===== src/rtl/rv_mem_arbiter_pkg.sv =====
// Shared types and defaults for the rv_pl unified-memory arbiter.
package rv_mem_arbiter_pkg;

  localparam int unsigned AW_DEF           = 32;
  localparam int unsigned DW_DEF           = 32;
  localparam int unsigned MAX_D_STREAK_DEF = 4;
  localparam int unsigned TIMEOUT_DEF      = 64;
  localparam logic [31:0] ERR_DATA_DEF     = 32'hDEADBEEF;

  typedef enum logic [1:0] {
    ST_IDLE   = 2'd0,
    ST_ISSUE  = 2'd1,
    ST_WAIT_R = 2'd2,
    ST_DONE   = 2'd3
  } state_e;

  typedef enum logic {
    OWN_I = 1'b0,
    OWN_D = 1'b1
  } owner_e;

  // Bits needed to hold the values 0..max_val.
  function automatic int unsigned cnt_w(input int unsigned max_val);
    return (max_val < 2) ? 1 : $clog2(max_val + 1);
  endfunction

endpackage


===== src/rtl/rv_mem_arbiter_pick.sv =====
// Priority select between fetch and data requesters; data wins unless its
// consecutive-grant streak has starved a pending fetch.
module rv_mem_arbiter_pick
  import rv_mem_arbiter_pkg::*;
#(
  parameter int unsigned MAX_D_STREAK = MAX_D_STREAK_DEF
) (
  input  logic   clk,
  input  logic   rst,
  input  logic   sample,
  input  logic   i_req,
  input  logic   d_req,
  output logic   grant_valid,
  output owner_e grant_owner
);

  localparam int unsigned SW = cnt_w(MAX_D_STREAK);

  logic [SW-1:0] streak;
  logic          streak_full;

  // Combinational grant decision, only consumed while the FSM is idle.
  always_comb begin
    streak_full = (streak == SW'(MAX_D_STREAK));
    grant_valid = i_req | d_req;
    grant_owner = OWN_I;
    if (d_req && !(i_req && streak_full)) begin
      grant_owner = OWN_D;
    end
  end

  // Streak only grows while a fetch is being held off.
  always_ff @(posedge clk or posedge rst) begin
    if (rst) begin
      streak <= '0;
    end else if (sample) begin
      if (!i_req || grant_owner == OWN_I) begin
        streak <= '0;
      end else begin
        streak <= streak + SW'(1);
      end
    end
  end

endmodule


===== src/rtl/rv_mem_arbiter.sv =====
// Single-outstanding arbiter sharing one memory port between fetch and data,
// with a watchdog that turns a hung memory into an error completion.
module rv_mem_arbiter
  import rv_mem_arbiter_pkg::*;
#(
  parameter int unsigned AW           = AW_DEF,
  parameter int unsigned DW           = DW_DEF,
  parameter int unsigned MAX_D_STREAK = MAX_D_STREAK_DEF,
  parameter int unsigned TIMEOUT      = TIMEOUT_DEF,
  parameter logic [DW-1:0] ERR_DATA   = DW'(ERR_DATA_DEF)
) (
  input  logic            clk,
  input  logic            rst,
  input  logic            i_req,
  input  logic [AW-1:0]   i_addr,
  output logic [DW-1:0]   i_rdata,
  output logic            i_done,
  input  logic            d_req,
  input  logic            d_we,
  input  logic [DW/8-1:0] d_be,
  input  logic [AW-1:0]   d_addr,
  input  logic [DW-1:0]   d_wdata,
  output logic [DW-1:0]   d_rdata,
  output logic            d_done,
  output logic            m_valid,
  output logic            m_we,
  output logic [DW/8-1:0] m_be,
  output logic [AW-1:0]   m_addr,
  output logic [DW-1:0]   m_wdata,
  input  logic            m_ready,
  input  logic            m_rvalid,
  input  logic [DW-1:0]   m_rdata,
  output logic            busy,
  output logic            err
);

  localparam int unsigned BW  = DW / 8;
  localparam int unsigned WDW = cnt_w(TIMEOUT);

  state_e          state, state_nx;
  owner_e          own, own_nx;
  logic [WDW-1:0]  wd, wd_nx;
  logic            wd_expired;

  logic            m_valid_nx, m_we_nx;
  logic [BW-1:0]   m_be_nx;
  logic [AW-1:0]   m_addr_nx;
  logic [DW-1:0]   m_wdata_nx;
  logic [DW-1:0]   i_rdata_nx, d_rdata_nx, rdata_val;
  logic            i_done_nx, d_done_nx, err_nx;
  logic            complete, load_rdata, timeout;

  logic            grant_valid;
  owner_e          grant_owner;

  rv_mem_arbiter_pick #(
    .MAX_D_STREAK(MAX_D_STREAK)
  ) u_pick (
    .clk        (clk),
    .rst        (rst),
    .sample     (state == ST_IDLE),
    .i_req      (i_req),
    .d_req      (d_req),
    .grant_valid(grant_valid),
    .grant_owner(grant_owner)
  );

  // Next-state and next-output logic; the m_* registers double as the payload latch.
  always_comb begin
    state_nx   = state;
    own_nx     = own;
    wd_nx      = wd;
    m_valid_nx = m_valid;
    m_we_nx    = m_we;
    m_be_nx    = m_be;
    m_addr_nx  = m_addr;
    m_wdata_nx = m_wdata;
    i_rdata_nx = i_rdata;
    d_rdata_nx = d_rdata;
    i_done_nx  = 1'b0;
    d_done_nx  = 1'b0;
    err_nx     = err;
    complete   = 1'b0;
    load_rdata = 1'b0;
    timeout    = 1'b0;
    rdata_val  = m_rdata;
    wd_expired = (wd >= WDW'(TIMEOUT - 1));

    unique case (state)
      ST_IDLE: begin
        wd_nx = '0;
        if (grant_valid) begin
          own_nx     = grant_owner;
          state_nx   = ST_ISSUE;
          m_valid_nx = 1'b1;
          if (grant_owner == OWN_D) begin
            m_we_nx    = d_we;
            m_be_nx    = d_be;
            m_addr_nx  = d_addr;
            m_wdata_nx = d_wdata;
          end else begin
            m_we_nx    = 1'b0;
            m_be_nx    = '0;
            m_addr_nx  = i_addr;
            m_wdata_nx = '0;
          end
        end
      end
      ST_ISSUE: begin
        wd_nx = wd + WDW'(1);
        if (m_valid && m_ready) begin
          m_valid_nx = 1'b0;
          if (m_we) begin
            state_nx = ST_DONE;
            complete = 1'b1;
          end else begin
            state_nx = ST_WAIT_R;
          end
        end else if (wd_expired) begin
          timeout = 1'b1;
        end
      end
      ST_WAIT_R: begin
        wd_nx = wd + WDW'(1);
        if (m_rvalid) begin
          state_nx   = ST_DONE;
          complete   = 1'b1;
          load_rdata = 1'b1;
        end else if (wd_expired) begin
          timeout = 1'b1;
        end
      end
      ST_DONE: begin
        state_nx = ST_IDLE;
      end
      default: begin
        state_nx = ST_IDLE;
      end
    endcase

    // Watchdog: abandon the command and complete with error data.
    if (timeout) begin
      m_valid_nx = 1'b0;
      err_nx     = 1'b1;
      state_nx   = ST_DONE;
      complete   = 1'b1;
      load_rdata = !m_we;
      rdata_val  = ERR_DATA;
    end

    if (complete) begin
      if (own == OWN_D) begin
        d_done_nx = 1'b1;
        if (load_rdata) begin
          d_rdata_nx = rdata_val;
        end
      end else begin
        i_done_nx = 1'b1;
        if (load_rdata) begin
          i_rdata_nx = rdata_val;
        end
      end
    end
  end

  always_ff @(posedge clk or posedge rst) begin
    if (rst) begin
      state   <= ST_IDLE;
      own     <= OWN_I;
      wd      <= '0;
      m_valid <= 1'b0;
      m_we    <= 1'b0;
      m_be    <= '0;
      m_addr  <= '0;
      m_wdata <= '0;
      i_rdata <= '0;
      d_rdata <= '0;
      i_done  <= 1'b0;
      d_done  <= 1'b0;
      busy    <= 1'b0;
      err     <= 1'b0;
    end else begin
      state   <= state_nx;
      own     <= own_nx;
      wd      <= wd_nx;
      m_valid <= m_valid_nx;
      m_we    <= m_we_nx;
      m_be    <= m_be_nx;
      m_addr  <= m_addr_nx;
      m_wdata <= m_wdata_nx;
      i_rdata <= i_rdata_nx;
      d_rdata <= d_rdata_nx;
      i_done  <= i_done_nx;
      d_done  <= d_done_nx;
      busy    <= (state_nx != ST_IDLE);
      err     <= err_nx;
    end
  end

endmodule

===== config.mk =====
export PLATFORM = sky130hd
export DESIGN_NAME = rv_mem_arbiter
export DESIGN_NICKNAME = d
export VERILOG_FILES = /design/src/rtl/rv_mem_arbiter_pkg.sv /design/src/rtl/rv_mem_arbiter_pick.sv /design/src/rtl/rv_mem_arbiter.sv
export SDC_FILE = /design/constraint.sdc
export NUM_CORES = 1
export LEC_CHECK = 0
export CORE_UTILIZATION = 30
export CTS_CLUSTER_SIZE = 12
export DETAILED_ROUTE_END_ITERATION = 6
export GPL_TIMING_DRIVEN = 0
export PLACE_DENSITY = 0.64
export SLEW_MARGIN = 30
export SYNTH_ARGS = -nofsm -noshare
export SYNTH_HDL_FRONTEND = slang
export SYNTH_SLANG_ARGS = --single-unit

===== constraint.sdc =====
create_clock -name clk -period 7.78 [get_ports clk]
set_clock_uncertainty 0.05 [all_clocks]
set_input_delay 1.556 -clock clk [delete_from_list [all_inputs] [get_ports clk]]
set_output_delay 1.556 -clock clk [all_outputs]
set_load 0.02 [all_outputs]

Word level (Yosys, flattened, before mapping)
Index checks and enable logic that the tools add are counted.

cells by class
  add/sub/neg operators = 2
  bitwise operators = 3
  order comparisons = 1
  reduce and logical (&&, ||, !) cells = 16
  equality and inequality tests = 6
  multiplexer cells = 33

operators by type and width
  cell                                                                                  number
  32-bit two-way mux                                                                    3
  1-bit two-way mux                                                                     19
  7-bit one-hot mux with 2 select lines                                                 1
  3-bit AND reduction                                                                   3
  2-bit two-way mux                                                                     4
  2-bit one-hot mux with 4 select lines                                                 1
  7-bit by 1-bit adder with 7-bit output (second input constant)                        1
  7-bit by 6-bit greater-or-equal comparator with 1-bit output (second input constant)  1
  3-bit inequality test (second input constant)                                         2
  1-bit one-hot mux with 2 select lines                                                 3
  2-bit == test (second input constant)                                                 2
  4-bit two-way mux                                                                     1
  2-bit nonzero test                                                                    2
  3-bit by 1-bit adder with 3-bit output (second input constant)                        1
  3-bit == test (second input constant)                                                 1
  1-bit logical AND                                                                     3
  1-bit logical NOT                                                                     3
  3-bit two-way mux                                                                     1
  3-bit nonzero test                                                                    1
  2-bit by 1-bit == test with 1-bit output (second input constant)                      1
  2-bit logical NOT                                                                     1
  1-bit NOT                                                                             2
  2-bit AND reduction                                                                   1
  2-bit OR reduction                                                                    1
  other kinds (2)                                                                       2

word-level totals
  bits in registers = 151
  word-level logic and storage cells = 76
  output and inout bits = 138

Longest topological paths before layout
Gate-level depths: netlist of the first run.

  depth after elaboration = 8
  gate-level depth with buffers = 8
  gate-level depth less buffers = 6

Cells and area by module
From an unflattened synthesis of the first run, not the netlist that was laid out.

unflattened totals
  cells, all modules = 653
  area total of the unflattened synthesis = 7,159.4 um2

by module, submodules not included
  module               instances  area an instance (um2)  cells an instance
  rv_mem_arbiter       1          6,955.4                 630
  rv_mem_arbiter_pick  1          203.9                   23

Worst setup path after synthesis of the first run
OpenSTA, ideal clock, no wires.

  path kind = input port to flip-flop
  from = input m_ready
  to = register i_rdata[14]
  setup slack = 5.183 ns
  setup time = 0.131 ns
  stages = 5
  path buffers = 1
  arrival time = 2.416 ns
  cells stage by stage = nand2_2 > a22o_4 > a41oi_4 > buf_6 > o22ai_2

on the way
  longest elaborated chain between the ends = 5

ends and longest elaborated chain
  element                                line                   source
  start: declaration                     rv_mem_arbiter.sv:30   input logic m_ready,
  1-bit logical AND *                    rv_mem_arbiter.sv:111  if (m_valid && m_ready) begin
  1-bit two-way mux                      rv_mem_arbiter.sv:111
  1-bit one-hot mux with 2 select lines  rv_mem_arbiter.sv:89   unique case (state)
  1-bit two-way mux                      rv_mem_arbiter.sv:142  if (timeout) begin
  3-bit AND reduction (no line)          n/a
  end signal: assignment                 rv_mem_arbiter.sv:191  i_rdata <= i_rdata_nx;
  end: declaration                       rv_mem_arbiter.sv:16   output logic [DW-1:0] i_rdata,

Mark *: on every way between the ends. The rest lies on a longest branch, timed or not.
A chain may end at the register's enable or synchronous reset.

Worst setup path after layout of the first run
  from = register m_we
  to = output m_we

RTL lines
  element                   line                   source
  start: declaration        rv_mem_arbiter.sv:26   output logic m_we,
  start signal: assignment  rv_mem_arbiter.sv:187  m_we <= m_we_nx;

No word-level cell between the ends.

==> impl_metrics.ini, run 1 <==
[status]
outcome = complete, no violations

[timing]
fin_tns_setup_ns = 0
fin_ws_ns = 4.47
slew-limit-headroom_pct = 58.9
fin_crit_ns = 3.31
tightest_slew_ns = 0.614
max_freq_mhz = 302
finalCritPeriodShare_pct = 42.5
holdWs_ns = 0.431
slew_violations = 0
hold_viol = 0
rsz0062_at_grt = false
setup_viol = 0

[job]
drv_cap = 0

[synthesis]
synth-seq-cells = 151
avgSynthCellArea_um2 = 12.3
yosysUniqueCellTypes = 46
syn_inst = 570
syn_nets = 716
async_flop_share_pct = 100
syn-cell-area_um2 = 7010
synth_warnings = 0
synth_ff_type = dfrtp_1
synth_edf_count = 0
synth.yosys.seq_area_share_pct = 53.9

[clocking]
cts_max_level = 4
cts_root_buf = clkbuf_16
cts_tree = done
post_cts_buffers = 0
cts_resized = 0
clk_pin_slew_ns = 0.07
cts_max_path_buffers = 2
clock_latency_ns = 0.42
numCtsBuffers = 17
hold_buffers = 0
clock-sinks = 151

[routing]
ant_nets = 0
via_per_inst = 4.89
wl_mm = 20.8
drtIter0Drc = 274
first_pass_iters = 4
drc = 0
vias = 5826
wl_per_cell_um = 17.5

[floorplan]
die_w_um = 155
fp-row-count = 55
core_um2 = 22800
die_area_um2 = 24000
initial_utilization_pct = 30.8
die_y_um = 155
ios = 277

[setup_path]
cp_max_fo = 6
end_kind = output port
crit_chain = clkdlybuf4s50_1
critPathRequiredTime_ns = 6.17
slowest_delay_ns = 0.71
path_class = register to output port
crit_family = buffers and inverters
slowest_stage = clkdlybuf4s50_1
crit_buf_inv = 1
start_kind = register
cp.arrival_ns = 1.70

[layout]
num_antenna_cells = 0
area_growth_pct = 54.1
layout_commonest_cell = clkdlybuf4s50_1
multi_input_area_um2 = 2840
final_util_pct = 47.5
layout_common_cells = clkdlybuf4s50_1, dfrtp_1, o22ai_1
final_cells = 1192
seq_area_um2 = 3780
finalInstanceArea_um2 = 10800
drive_gt1_share_pct = 15.8
fillCellCount = 2125
final_nets = 1012

[global_route]
antenna_found_initial = 0
grt_pass1_wl_mm = 33.1
grt_max_degree = 81
grt.total_usage_pct = 17.7
grt_overflow = 0
grt_pass1_vias = 5932

[placement]
hpwl_mm = 15.2
pre_cts_ws_ns = 4.23
numPortBuffers = 276
dpl-instance-area_um2 = 10200
dp_cells = 1160
place_congestion = 0.766

[power_and_ir_drop]
p_total_mw = 3.95
p_leak_nw = 4.76
vdd_drop_max_uv = 144
p_per_area_nw_per_um2 = 366

[min_path]
worst_hold_path_type = register to register
registers in the layout, indices dropped and copies added (netlist names), 2 cells and up:
register       flops
m_wdata           32
u_pick.streak      3
state              2
i_rdata           32
wd                 7
m_be               4
m_addr            32
d_rdata           32
tightest hold or removal path, cell delays in order, from the launching register on:
cell and delay (ns):
dfrtp_1 0.34, nand2_1 0.05, o21ai_0 0.06
where the power goes:
| part | internal, mW | total (mW) | switching [mW] |
|---|---|---|---|
| combinational | 0.927 | 1.86 | 0.936 |
| clock | 0.461 | 0.849 | 0.388 |
| sequential | 1.05 | 1.24 | 0.195 |
| total | 2.43 | 3.95 | 1.52 |
synthesized netlist by cell type, types with 4 or more instances:
library cell	count	area, µm²
dfrtp_1	151	3780
clkbuf_1	9	33.8
a22oi_1	16	120
a21oi_1	5	25.0
ha_1	7	87.6
o21ai_0	41	205
nand2_1	48	180
buf_4	4	30.0
nand3_1	8	40.0
buf_6	8	90.1
inv_1	25	93.8
a22o_1	39	342
buf_2	24	120
a21o_1	4	30.0
nor2_1	4	15.0
o22ai_1	51	319
a2bb2oi_2	44	661
o22ai_2	13	163
mux2i_1	32	320
path summary, 6_finish.rpt:
kind	slack [ns]	cells after the start	startpoint	to
worst max-delay path	4.47	1	m_we	m_we
worst min-delay path	0.43	2	m_addr[7]	m_addr[7]
worst max register to register	5.59	7	state[0]	d_rdata[4]
worst min register to register	0.43	2	m_addr[7]	m_addr[7]
max in group asynchronous	5.34	3	rst	m_addr[4]
min in group asynchronous	1.53	2	rst	m_wdata[29]
routing by layer:
layer / vias to the layer above / global-route usage (%) / part of all wire [%] / wire length [µm]
li1: 2740 / - / - / -
met1: 2900 / 22.6 / 44 / 9120
met2: 163 / 28.9 / 48 / 10000
met3: 23 / 5.21 / 6.5 / 1360
met4: 0 / 5.61 / 1.6 / 324
met5: - / 0 / 0 / 0
logic make-up after synthesis:
family	Yosys count	synth area share, %
AO/OA/AOI/OAI	230	29.4
flip-flops	151	53.9
AND/OR/NAND/NOR	77	5.14
buffers and inverters	72	5.58
multiplexers	33	4.73
adder cells (fa/ha/maj)	7	1.25
area by class of cell:
cell class / count / area share [%]
plain buffers: 46 / 2.72
multi-input cells: 347 / 26.3
repair buffers: 277 / 25.8
flip-flops and latches: 151 / 35.0
clock inverters: 15 / 1.67
clock buffers: 17 / 3.94
well taps: 313 / 3.62
inverters: 26 / 0.972
(Power assumes the default switching activity.)
==> run 2: changes to the inputs <==
- clock period: 7.78 -> 3.1 ns (I/O delays scaled with it)
==> run 2 against run 1 <==
  * Non-clock buffer count increased by 5
  * Design area increased by 0.96%
  * Count of clock-buffer cells in the layout increased by 2
  * Register-to-register slack got worse by 4.7 ns
  * Core utilization increased by 0.46 points
  * Clock power increased to 2.6 times the previous value
  * Critical path type unchanged
==> impl_metrics.ini, run 2 (synthesis gave the netlist of run 1 again) <==
[routing]
first_pass_iters = 4
drtIter0Drc = 223
ant_nets = 0
drc = 0
vias = 5803
via_per_inst = 4.85
wl_mm = 21.1
wl_per_cell_um = 17.6

[min_path]
holdPathStages = 1
worst_hold_path_type = register to register
hold_end = err
hp-start = err

[timing]
rsz0062_at_grt = false
finalCritPeriodShare_pct = 76.5
fin_tns_setup_ns = 0
max_freq_mhz = 422
slew-limit-headroom_pct = 58.3
slew_violations = 0
setup_viol = 0
hold_viol = 0
fin_crit_ns = 2.37
tightest_slew_ns = 0.624

[setup_path]
cp_max_fo = 6
slowest_delay_ns = 0.70
reg2regPathDepth = 7
cp.arrival_ns = 1.70
r2r_slack_ns = 0.86
start_kind = register
r2r-end = d_rdata[4]
crit_family = buffers and inverters
slowest_stage = clkdlybuf4s50_1
r2r-start = state[0]
end_kind = output port
critPathRequiredTime_ns = 2.43
path_class = register to output port
crit_buf_inv = 1
crit_chain = clkdlybuf4s50_1

[status]
outcome = complete, no violations

[power_and_ir_drop]
vdd_drop_max_uv = 424
p_per_area_nw_per_um2 = 918
p_leak_nw = 4.80
p_total_mw = 10.0

[global_route]
antenna_found_initial = 0
grt_max_degree = 28
grt_pass1_wl_mm = 33.8
grt.total_usage_pct = 18.1
grt_overflow = 0
grt_pass1_vias = 6136

[clocking]
hold_buffers = 0
cts_max_level = 4
clock_latency_ns = 0.42
clock-sinks = 151
cts_resized = 0
clk_pin_slew_ns = 0.06
cts_max_path_buffers = 2
numCtsBuffers = 17
cts_root_buf = clkbuf_16
post_cts_buffers = 0
cts_tree = done

[layout]
final_util_pct = 47.9
area_growth_pct = 55.6
final_nets = 1017
num_antenna_cells = 0
layout_common_cells = clkdlybuf4s50_1, dfrtp_1, o22ai_1
layout_commonest_cell = clkdlybuf4s50_1
finalInstanceArea_um2 = 10900
fillCellCount = 2110
seq_area_um2 = 3780
drive_gt1_share_pct = 16.2
multi_input_area_um2 = 2840
final_cells = 1197

[floorplan]
core_um2 = 22800
die_w_um = 155
die_y_um = 155
die_area_um2 = 24000
fp-row-count = 55
initial_utilization_pct = 30.8
ios = 277

[job]
drv_cap = 0

[placement]
numPortBuffers = 276
dpl-instance-area_um2 = 10300
hpwl_mm = 15.6
place_congestion = 0.738
dp_cells = 1165
==> run 2: cell count changes in the layout (fill, tap and decap cells not counted), moves of 2 or more <==
cell | previous run | this run
buf_12 | 1 | 6
bufinv_16 | 1 | 3
clkinv_8 | 3 | 0
clkinvlp_4 | 1 | 3
inv_8 | 5 | 1
==> run 2: metrics by stage <==
step,setup WS (ns),hold slack (ns)
2_1_floorplan,0.527,0.424
3_3_place_gp,-0.970,0.410
3_5_place_dp,0.427,0.410
4_1_cts,0.698,0.430
5_1_grt,0.598,0.458
6_report,0.729,0.425
==> run 2: area by class of cell <==
type | count | share of cell area, %
well taps | 313 | 3.59
inverters | 26 | 0.929
repair buffers | 282 | 26.5
clock buffers | 19 | 4.06
plain buffers | 46 | 2.69
clock inverters | 13 | 1.56
multi-input cells | 347 | 26.1
flip-flops and latches | 151 | 34.6
==> run 2: worst max path at each step <==
| stage | from | slack [ns] | cells after the start | to |
|---|---|---|---|---|
| floorplan | rst | 0.53 | 1 | busy |
| global placement | rst | -0.97 | 2 | m_addr[4] |
| detailed placement | i_req | 0.43 | 7 | m_wdata[9] |
| CTS | m_we | 0.70 | 1 | m_we |
| global route | state[0] | 0.60 | 7 | d_rdata[4] |
| finish | m_we | 0.73 | 1 | m_we |
==> run 2: layer usage <==
metal	vias up	wire, µm	GRT usage [%]
met2	174	10000	29.5
met5	-	0	0
met1	2857	9510	23.7
met4	0	235	4.62
met3	15	1270	4.96
li1	2757	-	-
==> run 2: where the power goes <==
group | switching, mW | internal [mW] | total (mW)
Clock | 0.873 | 1.30 | 2.17
Combinational | 2.39 | 2.34 | 4.72
Sequential | 0.489 | 2.63 | 3.12
Total | 3.75 | 6.27 | 10.0
